===== config.mk =====
export PLATFORM = sky130hd
export DESIGN_NAME = ps2_scan_ctrl_flat
export DESIGN_NICKNAME = d
export VERILOG_FILES = /design/src/rtl/ps2_scan_ctrl_pkg.sv /design/src/rtl/ps2_scan_ctrl_if.sv /design/src/rtl/ps2_scan_ctrl_event_fifo.sv /design/src/rtl/ps2_scan_ctrl.sv /design/src/flat_wrapper.sv
export SDC_FILE = /design/constraint.sdc
export NUM_CORES = 1
export LEC_CHECK = 0
export CELL_PAD_IN_SITES_DETAIL_PLACEMENT = 1
export CELL_PAD_IN_SITES_GLOBAL_PLACEMENT = 1
export CORE_MARGIN = 2
export CORE_UTILIZATION = 31
export CTS_CLUSTER_DIAMETER = 40
export DETAILED_ROUTE_END_ITERATION = 7
export PLACE_DENSITY = 0.58
export SETUP_SLACK_MARGIN = 0.02
export SYNTH_ARGS = -nofsm -noshare
export SYNTH_HDL_FRONTEND = slang
export SYNTH_SLANG_ARGS = --single-unit

===== constraint.sdc =====
create_clock -name reloj -period 3 [get_ports reloj]
set_clock_uncertainty 0.2 [all_clocks]
set_input_delay 0.6 -clock reloj [delete_from_list [all_inputs] [get_ports reloj]]
set_output_delay 0.6 -clock reloj [all_outputs]
set_load 0.02 [all_outputs]

===== src/rtl/ps2_scan_ctrl_pkg.sv =====
// Shared types and constants for the PS/2 scan-code sequencing controller.
package ps2_pkg;

    typedef enum logic [1:0] {
        IDLE     = 2'd0,
        GOT_E0   = 2'd1,
        GOT_F0   = 2'd2,
        GOT_E0F0 = 2'd3
    } ps2_state_e;

    localparam logic [7:0] PS2_PREFIX_EXT = 8'hE0;
    localparam logic [7:0] PS2_PREFIX_BRK = 8'hF0;

    localparam int unsigned EV_W = 10;

    typedef struct packed {
        logic [7:0] code;
        logic       ext;
        logic       brk;
    } ps2_event_t;

    // Odd parity: the nine received bits must contain an odd number of ones.
    function automatic logic parity_ok(input logic [7:0] data, input logic par);
        return ^{data, par};
    endfunction

    function automatic ps2_state_e prefix_state(input logic ext, input logic brk);
        ps2_state_e st;
        case ({ext, brk})
            2'b10:   st = GOT_E0;
            2'b01:   st = GOT_F0;
            2'b11:   st = GOT_E0F0;
            default: st = IDLE;
        endcase
        return st;
    endfunction

endpackage


===== src/rtl/ps2_scan_ctrl_if.sv =====
// Receiver-side inputs, event handshake and error pulses of the scan-code controller.
interface ps2_scan_if;

    logic       rx_done_tick;
    logic [7:0] rx_data;
    logic       rx_parity;
    logic       ev_valid;
    logic       ev_ready;
    logic [7:0] ev_code;
    logic       ev_ext;
    logic       ev_break;
    logic       err_parity;
    logic       err_overflow;
    logic       err_timeout;

    modport slave (
        input  rx_done_tick, rx_data, rx_parity, ev_ready,
        output ev_valid, ev_code, ev_ext, ev_break,
        output err_parity, err_overflow, err_timeout
    );

    modport master (
        output rx_done_tick, rx_data, rx_parity, ev_ready,
        input  ev_valid, ev_code, ev_ext, ev_break,
        input  err_parity, err_overflow, err_timeout
    );

endinterface


===== src/rtl/ps2_scan_ctrl_event_fifo.sv =====
// First-word fall-through event FIFO; a push into a full FIFO without a pop is dropped and flagged.
module ps2_event_fifo #(
    parameter int unsigned DEPTH = 4,
    parameter int unsigned W     = 10
) (
    input  logic         clk_i,
    input  logic         rst_ni,
    input  logic         push_i,
    input  logic [W-1:0] data_i,
    input  logic         pop_i,
    output logic [W-1:0] data_o,
    output logic         full_o,
    output logic         empty_o,
    output logic         drop_o
);

    localparam int unsigned AW = $clog2(DEPTH);
    localparam int unsigned CW = AW + 1;

    logic [W-1:0]  mem_q [DEPTH];
    logic [AW-1:0] wr_ptr_q, rd_ptr_q;
    logic [CW-1:0] count_q;
    logic          drop_q;
    logic          pop_ok, push_ok, drop_d;

    always_comb begin
        empty_o = (count_q == '0);
        full_o  = (count_q == CW'(DEPTH));
        pop_ok  = pop_i && !empty_o;
        // A pop in the same cycle frees the slot the push needs.
        push_ok = push_i && (!full_o || pop_ok);
        drop_d  = push_i && full_o && !pop_ok;
        data_o  = mem_q[rd_ptr_q];
        drop_o  = drop_q;
    end

    always_ff @(posedge clk_i) begin
        if (!rst_ni) begin
            for (int unsigned i = 0; i < DEPTH; i++) begin
                mem_q[i] <= '0;
            end
            wr_ptr_q <= '0;
            rd_ptr_q <= '0;
            count_q  <= '0;
            drop_q   <= 1'b0;
        end else begin
            drop_q <= drop_d;
            if (push_ok) begin
                mem_q[wr_ptr_q] <= data_i;
                wr_ptr_q        <= wr_ptr_q + AW'(1);
            end
            if (pop_ok) begin
                rd_ptr_q <= rd_ptr_q + AW'(1);
            end
            case ({push_ok, pop_ok})
                2'b10:   count_q <= count_q + CW'(1);
                2'b01:   count_q <= count_q - CW'(1);
                default: count_q <= count_q;
            endcase
        end
    end

endmodule


===== src/rtl/ps2_scan_ctrl.sv =====
// PS/2 scan-code sequencer: parity check, E0/F0 prefix tracking, timeout and event FIFO.
// Optional typematic repeat filter enabled by defining PS2_TYPEMATIC_FILTER_EN.
module ps2_scan_ctrl
    import ps2_pkg::*;
#(
    parameter int unsigned FIFO_DEPTH     = 4,
    parameter int unsigned TIMEOUT_CYCLES = 2000000
) (
    input  logic        reloj,
    input  logic        reset,
    ps2_scan_if.slave   bus
);

    localparam int unsigned     CNT_W    = $clog2(TIMEOUT_CYCLES) + 1;
    localparam logic [CNT_W-1:0] CNT_LAST = CNT_W'(TIMEOUT_CYCLES - 1);

    ps2_state_e       state_q;
    logic [CNT_W-1:0] tmo_cnt_q;
    logic             err_parity_q;
    logic             err_timeout_q;

    logic       byte_good, byte_bad;
    logic       is_ext, is_brk;
    logic       cur_ext, cur_brk;
    logic       emit, push, pop;
    ps2_event_t ev_new, ev_head;
    logic       fifo_empty, fifo_full, fifo_drop;

    always_comb begin
        byte_good = bus.rx_done_tick &&  parity_ok(bus.rx_data, bus.rx_parity);
        byte_bad  = bus.rx_done_tick && !parity_ok(bus.rx_data, bus.rx_parity);
        is_ext    = (bus.rx_data == PS2_PREFIX_EXT);
        is_brk    = (bus.rx_data == PS2_PREFIX_BRK);
        cur_ext   = (state_q == GOT_E0) || (state_q == GOT_E0F0);
        cur_brk   = (state_q == GOT_F0) || (state_q == GOT_E0F0);
        emit      = byte_good && !is_ext && !is_brk;
        ev_new    = '{code: bus.rx_data, ext: cur_ext, brk: cur_brk};
        pop       = bus.ev_ready && !fifo_empty;
    end

`ifdef PS2_TYPEMATIC_FILTER_EN
    logic       held_valid_q;
    logic       held_ext_q;
    logic [7:0] held_code_q;
    logic       held_match, accepted;

    always_comb begin
        held_match = held_valid_q && (held_ext_q == ev_new.ext) && (held_code_q == ev_new.code);
        push       = emit && !(held_match && !ev_new.brk);
        // Only events that actually enter the FIFO update the held key.
        accepted   = push && (!fifo_full || pop);
    end

    always_ff @(posedge reloj) begin
        if (!reset) begin
            held_valid_q <= 1'b0;
            held_ext_q   <= 1'b0;
            held_code_q  <= '0;
        end else if (accepted) begin
            if (!ev_new.brk) begin
                held_valid_q <= 1'b1;
                held_ext_q   <= ev_new.ext;
                held_code_q  <= ev_new.code;
            end else if (held_match) begin
                held_valid_q <= 1'b0;
            end
        end
    end
`else
    logic unused_full;
    assign push        = emit;
    assign unused_full = fifo_full;
`endif

    always_ff @(posedge reloj) begin
        if (!reset) begin
            state_q       <= IDLE;
            tmo_cnt_q     <= '0;
            err_parity_q  <= 1'b0;
            err_timeout_q <= 1'b0;
        end else begin
            err_parity_q  <= byte_bad;
            err_timeout_q <= 1'b0;
            if (bus.rx_done_tick) begin
                // A byte arriving on the timeout cycle takes priority over the timeout.
                tmo_cnt_q <= '0;
                if (byte_bad || emit) begin
                    state_q <= IDLE;
                end else begin
                    state_q <= prefix_state(cur_ext | is_ext, cur_brk | is_brk);
                end
            end else if (state_q == IDLE) begin
                tmo_cnt_q <= '0;
            end else if (tmo_cnt_q == CNT_LAST) begin
                state_q       <= IDLE;
                err_timeout_q <= 1'b1;
                tmo_cnt_q     <= '0;
            end else begin
                tmo_cnt_q <= tmo_cnt_q + CNT_W'(1);
            end
        end
    end

    ps2_event_fifo #(
        .DEPTH (FIFO_DEPTH),
        .W     (EV_W)
    ) u_fifo (
        .clk_i   (reloj),
        .rst_ni  (reset),
        .push_i  (push),
        .data_i  (ev_new),
        .pop_i   (pop),
        .data_o  (ev_head),
        .full_o  (fifo_full),
        .empty_o (fifo_empty),
        .drop_o  (fifo_drop)
    );

    assign bus.ev_valid     = !fifo_empty;
    assign bus.ev_code      = ev_head.code;
    assign bus.ev_ext       = ev_head.ext;
    assign bus.ev_break     = ev_head.brk;
    assign bus.err_parity   = err_parity_q;
    assign bus.err_overflow = fifo_drop;
    assign bus.err_timeout  = err_timeout_q;

endmodule


===== src/flat_wrapper.sv =====
// flat-port wrapper written by rule: the top's interface ports become plain ports
module ps2_scan_ctrl_flat import ps2_pkg::*;
#(
    parameter int unsigned FIFO_DEPTH     = 4,
    parameter int unsigned TIMEOUT_CYCLES = 2000000
)
  (reloj, reset, bus_rx_done_tick, bus_rx_data, bus_rx_parity, bus_ev_ready, bus_ev_valid, bus_ev_code, bus_ev_ext, bus_ev_break, bus_err_parity, bus_err_overflow, bus_err_timeout);
  ps2_scan_if bus_i ();
  input  logic reloj;
  input  logic reset;
  input wire logic [$bits(bus_i.rx_done_tick)-1:0] bus_rx_done_tick;
  input wire logic [$bits(bus_i.rx_data)-1:0] bus_rx_data;
  input wire logic [$bits(bus_i.rx_parity)-1:0] bus_rx_parity;
  input wire logic [$bits(bus_i.ev_ready)-1:0] bus_ev_ready;
  output wire logic [$bits(bus_i.ev_valid)-1:0] bus_ev_valid;
  output wire logic [$bits(bus_i.ev_code)-1:0] bus_ev_code;
  output wire logic [$bits(bus_i.ev_ext)-1:0] bus_ev_ext;
  output wire logic [$bits(bus_i.ev_break)-1:0] bus_ev_break;
  output wire logic [$bits(bus_i.err_parity)-1:0] bus_err_parity;
  output wire logic [$bits(bus_i.err_overflow)-1:0] bus_err_overflow;
  output wire logic [$bits(bus_i.err_timeout)-1:0] bus_err_timeout;
  assign bus_i.rx_done_tick = bus_rx_done_tick;
  assign bus_i.rx_data = bus_rx_data;
  assign bus_i.rx_parity = bus_rx_parity;
  assign bus_i.ev_ready = bus_ev_ready;
  assign bus_ev_valid = bus_i.ev_valid;
  assign bus_ev_code = bus_i.ev_code;
  assign bus_ev_ext = bus_i.ev_ext;
  assign bus_ev_break = bus_i.ev_break;
  assign bus_err_parity = bus_i.err_parity;
  assign bus_err_overflow = bus_i.err_overflow;
  assign bus_err_timeout = bus_i.err_timeout;
  ps2_scan_ctrl #(.FIFO_DEPTH(FIFO_DEPTH), .TIMEOUT_CYCLES(TIMEOUT_CYCLES)) u_core (.reloj(reloj), .reset(reset), .bus(bus_i));
endmodule

==> summary.txt, run 1 <==
CTS max path bufs: 2
Final hold slack: 0.249 ns
CP max stage delay: 0.49 ns
Worst Path Buf+Inv: 2
Total CTS buffers: 9
Final Hold Viols: 0
Die area: 12,100 um2
GRT overflow: 0
Setup Viol. Count Final: 0
Layout area overhead: 28.9%
P per Cell Area: 698 nW/um2
Max IR drop VDD: 0.269 mV
Delay-heaviest family, CP: XOR/XNOR gates
Outcome: complete, no violations
Vias in the first global route: 2,473
CTS Root Cell: clkbuf_16
Row count: 38
Synth warn: 0
Cells after Synth: 289
Vias: 2,370
Worst slew pin tran: 0.358 ns
CP endpoint kind: register
Wirelength per Cell: 16.0 um
Chip height: 110 um
Number of hold buffers added after CTS: 0
R2R setup slack: 0.30 ns
Avg Cell Area, Syn: 12.1 um2
Largest fanout on the critical path: 2
Share of flip-flops with an asynchronous set or reset: 0%
Hold Path Class: register to register
Initial core utilization: 31.9%
GRT Total Usage: 14.7%
Top Ports: 27
Fraction of layout cells with a size suffix above 1: 23.9%
Ant diodes: 0
Clk_lat worst skew: 0.34 ns
Worst path arrival time: 2.95 ns
Post-synthesis sequential area ratio: 55.1%
Die Wd: 110 um
Clock transition at path regs: 0.06 ns
First-pass GRT wire length: 13,100 um
Slew headroom: 76.0%
Ys flop type: edfxtp_1
Fmax: 0.346 GHz
WP data required: 3.06 ns
Dpl hpwl: 5550 um
H-tree depth: 3
Slew Viols, Final: 0
Post-synth EDFFs: 40
Power Total: 3140 uW
RSZ-0062 raised after global routing: false
Synth Cell Area: 3490 um2
Crit path cell chain: dlygate4sd2_1 > xnor2_2 > xnor3_2 > mux2i_4 > ha_2 > inv_1 > fa_2 > xor2_1 > or3_1 > a21boi_1
# DRC: 0
Min Tclk post-route: 2.89 ns
RD Place Congestion: 0.739
Max-cap violation count: 0
Final WL: 7990 um
Pre-antenna DRT Iters: 4
Slowest CP cell: xnor3_2
Final net count: 371
Number of DRC markers in iteration 0: 59
Leakage: 0.00170 uW
Largest net degree at the start of global routing: 19
CP startpoint kind: primary input
WP depth: 10
Yosys reg bits: 76
Hold path depth: 1
Detail Route Antenna Nets: 0
Synthesized net count: 305
Period utilization: 96.4%
Core ar.: 10,900 um2
Clock sinks: 76
Kind of critical path: primary input to register
PortBufs: 26
TritonCTS clock tree: done
Register-to-Register Path Depth: 9
Vias per inst: 4.74
Initial antenna violation count: 0
Cell variety after synth: 45
## routing by layer
layer  wire [um]  track usage (%)  up-vias
met1        3730             18.9     1168
met4         121             5.89        0
met2        3920             24.0       29
li1            -                -     1164
met3         217             3.53        9
met5           0                0        -
## cell usage after synthesis (all sizes together), types with 2 or more instances
library cell / count / area share [%]
edfxtp: 40 / 34
dfxtp: 36 / 21
nor2: 34 / 3.9
and2: 28 / 5.1
and3: 26 / 4.7
xnor2: 21 / 5.5
inv: 11 / 1.2
mux4: 10 / 6.5
clkbuf: 9 / 1.1
nand2: 8 / 0.86
nand3: 8 / 1.1
xor2: 8 / 2.0
nor3: 6 / 0.86
o21ai: 6 / 0.86
nand4: 4 / 0.72
nor4: 4 / 1.1
or3: 3 / 0.54
a21bo: 2 / 0.57
ha: 2 / 0.72
nand4b: 2 / 0.50
nor2b: 2 / 0.36
nor4b: 2 / 0.68
o21a: 2 / 0.43
xnor3: 2 / 1.3
## layout by cell type (no fill, tap or decap), types with 2 or more instances in the layout
cell / instances
nand3_1: 8
xnor3_2: 2
nor2_1: 33
clkbuf_16: 9
xnor2_1: 19
xnor2_2: 2
nand4b_1: 2
buf_4: 37
xor2_1: 8
edfxtp_1: 40
nor3_1: 6
nor2b_1: 2
a21bo_2: 2
dfxtp_1: 36
nand4_1: 4
mux4_2: 10
nor4_1: 3
dlygate4sd2_1: 9
and3_1: 24
and2_2: 2
inv_6: 2
clkinv_2: 2
clkdlybuf4s50_1: 16
o21ai_0: 6
inv_1: 11
and3_2: 2
or3_1: 2
o21a_1: 2
nand2_1: 8
and2_1: 26
## worst paths after layout
check,start,to
max,bus_rx_data[7],u_core.u_fifo.count_q[2]
min,u_core.tmo_cnt_q[0],u_core.tmo_cnt_q[0]
max reg2reg,u_core.u_fifo.count_q[1],u_core.u_fifo.count_q[2]
min reg2reg,u_core.tmo_cnt_q[0],u_core.tmo_cnt_q[0]
## cell type report
class                   instances  area (um2)
clock inverters                 7        73.8
well taps                     140         175
flip-flops and latches         76        1920
clock buffers                   9         225
fillers                      1186        6440
multi-input cells             192        1510
inverters                      11        41.3
repair buffers                 65         553
## power breakdown
| group | total (uW) | switching (uW) | internal, uW |
|---|---|---|---|
| clock network | 1080 | 436 | 648 |
| registers | 1230 | 44.8 | 1180 |
| logic | 828 | 396 | 432 |
## sequential cells by signal (all words and copies together), names as in the netlist, named ones only
name / flops
u_core.u_fifo.mem_q: 40
u_core.u_fifo.wr_ptr_q: 2
u_core.bus.err_parity: 1
u_core.u_fifo.rd_ptr_q: 2
u_core.u_fifo.count_q: 3
u_core.bus.err_timeout: 1
u_core.state_q: 2
u_core.u_fifo.drop_o: 1
u_core.tmo_cnt_q: 22
## logic make-up after synthesis
kind of cell               after synthesis  share of synthesized area [%]
xor gates and xnor gates                31                           8.82
buffers and inverters                   21                           2.37
and+or+nand+nor                        132                           21.8
DFF                                     76                           55.1
muxes                                   11                           7.10
AOI/OAI and AO/OA                       15                           3.62
adders and majority gates                3                           1.29
## metrics by stage
stage	utilization [%]	std cells	instance area (um2)	setup TNS (ns)	setup slack (ns)
final	41.1	500	4500	0	0.108
after detailed placement	38.2	481	4170	-14.08	-0.454
after global placement	38.2	481	4170	-13.83	-0.379
after global routing	41.1	500	4500	0	0.0267
after CTS	41.1	500	4500	0	0.0857
after floorplan	-	289	3500	-0.351	-0.0351
## timing repair
item                       CTS  global route
setup endpoints to repair    2             1
pin swaps                    5             3
buffers inserted             3             0
resized for setup           13             3
Power figures use the tool's default switching activity.
==> inputs of run 2 (changes only) <==
--- a/config.mk
+++ b/config.mk
@@ -13,6 +13,7 @@
 export DETAILED_ROUTE_END_ITERATION = 7
 export PLACE_DENSITY = 0.58
 export SETUP_SLACK_MARGIN = 0.02
+export SLEW_MARGIN = 20
 export SYNTH_ARGS = -nofsm -noshare
 export SYNTH_HDL_FRONTEND = slang
 export SYNTH_SLANG_ARGS = --single-unit
==> results of run 2 <==
The final DEF is identical to that of run 1; final timing and power are the same.
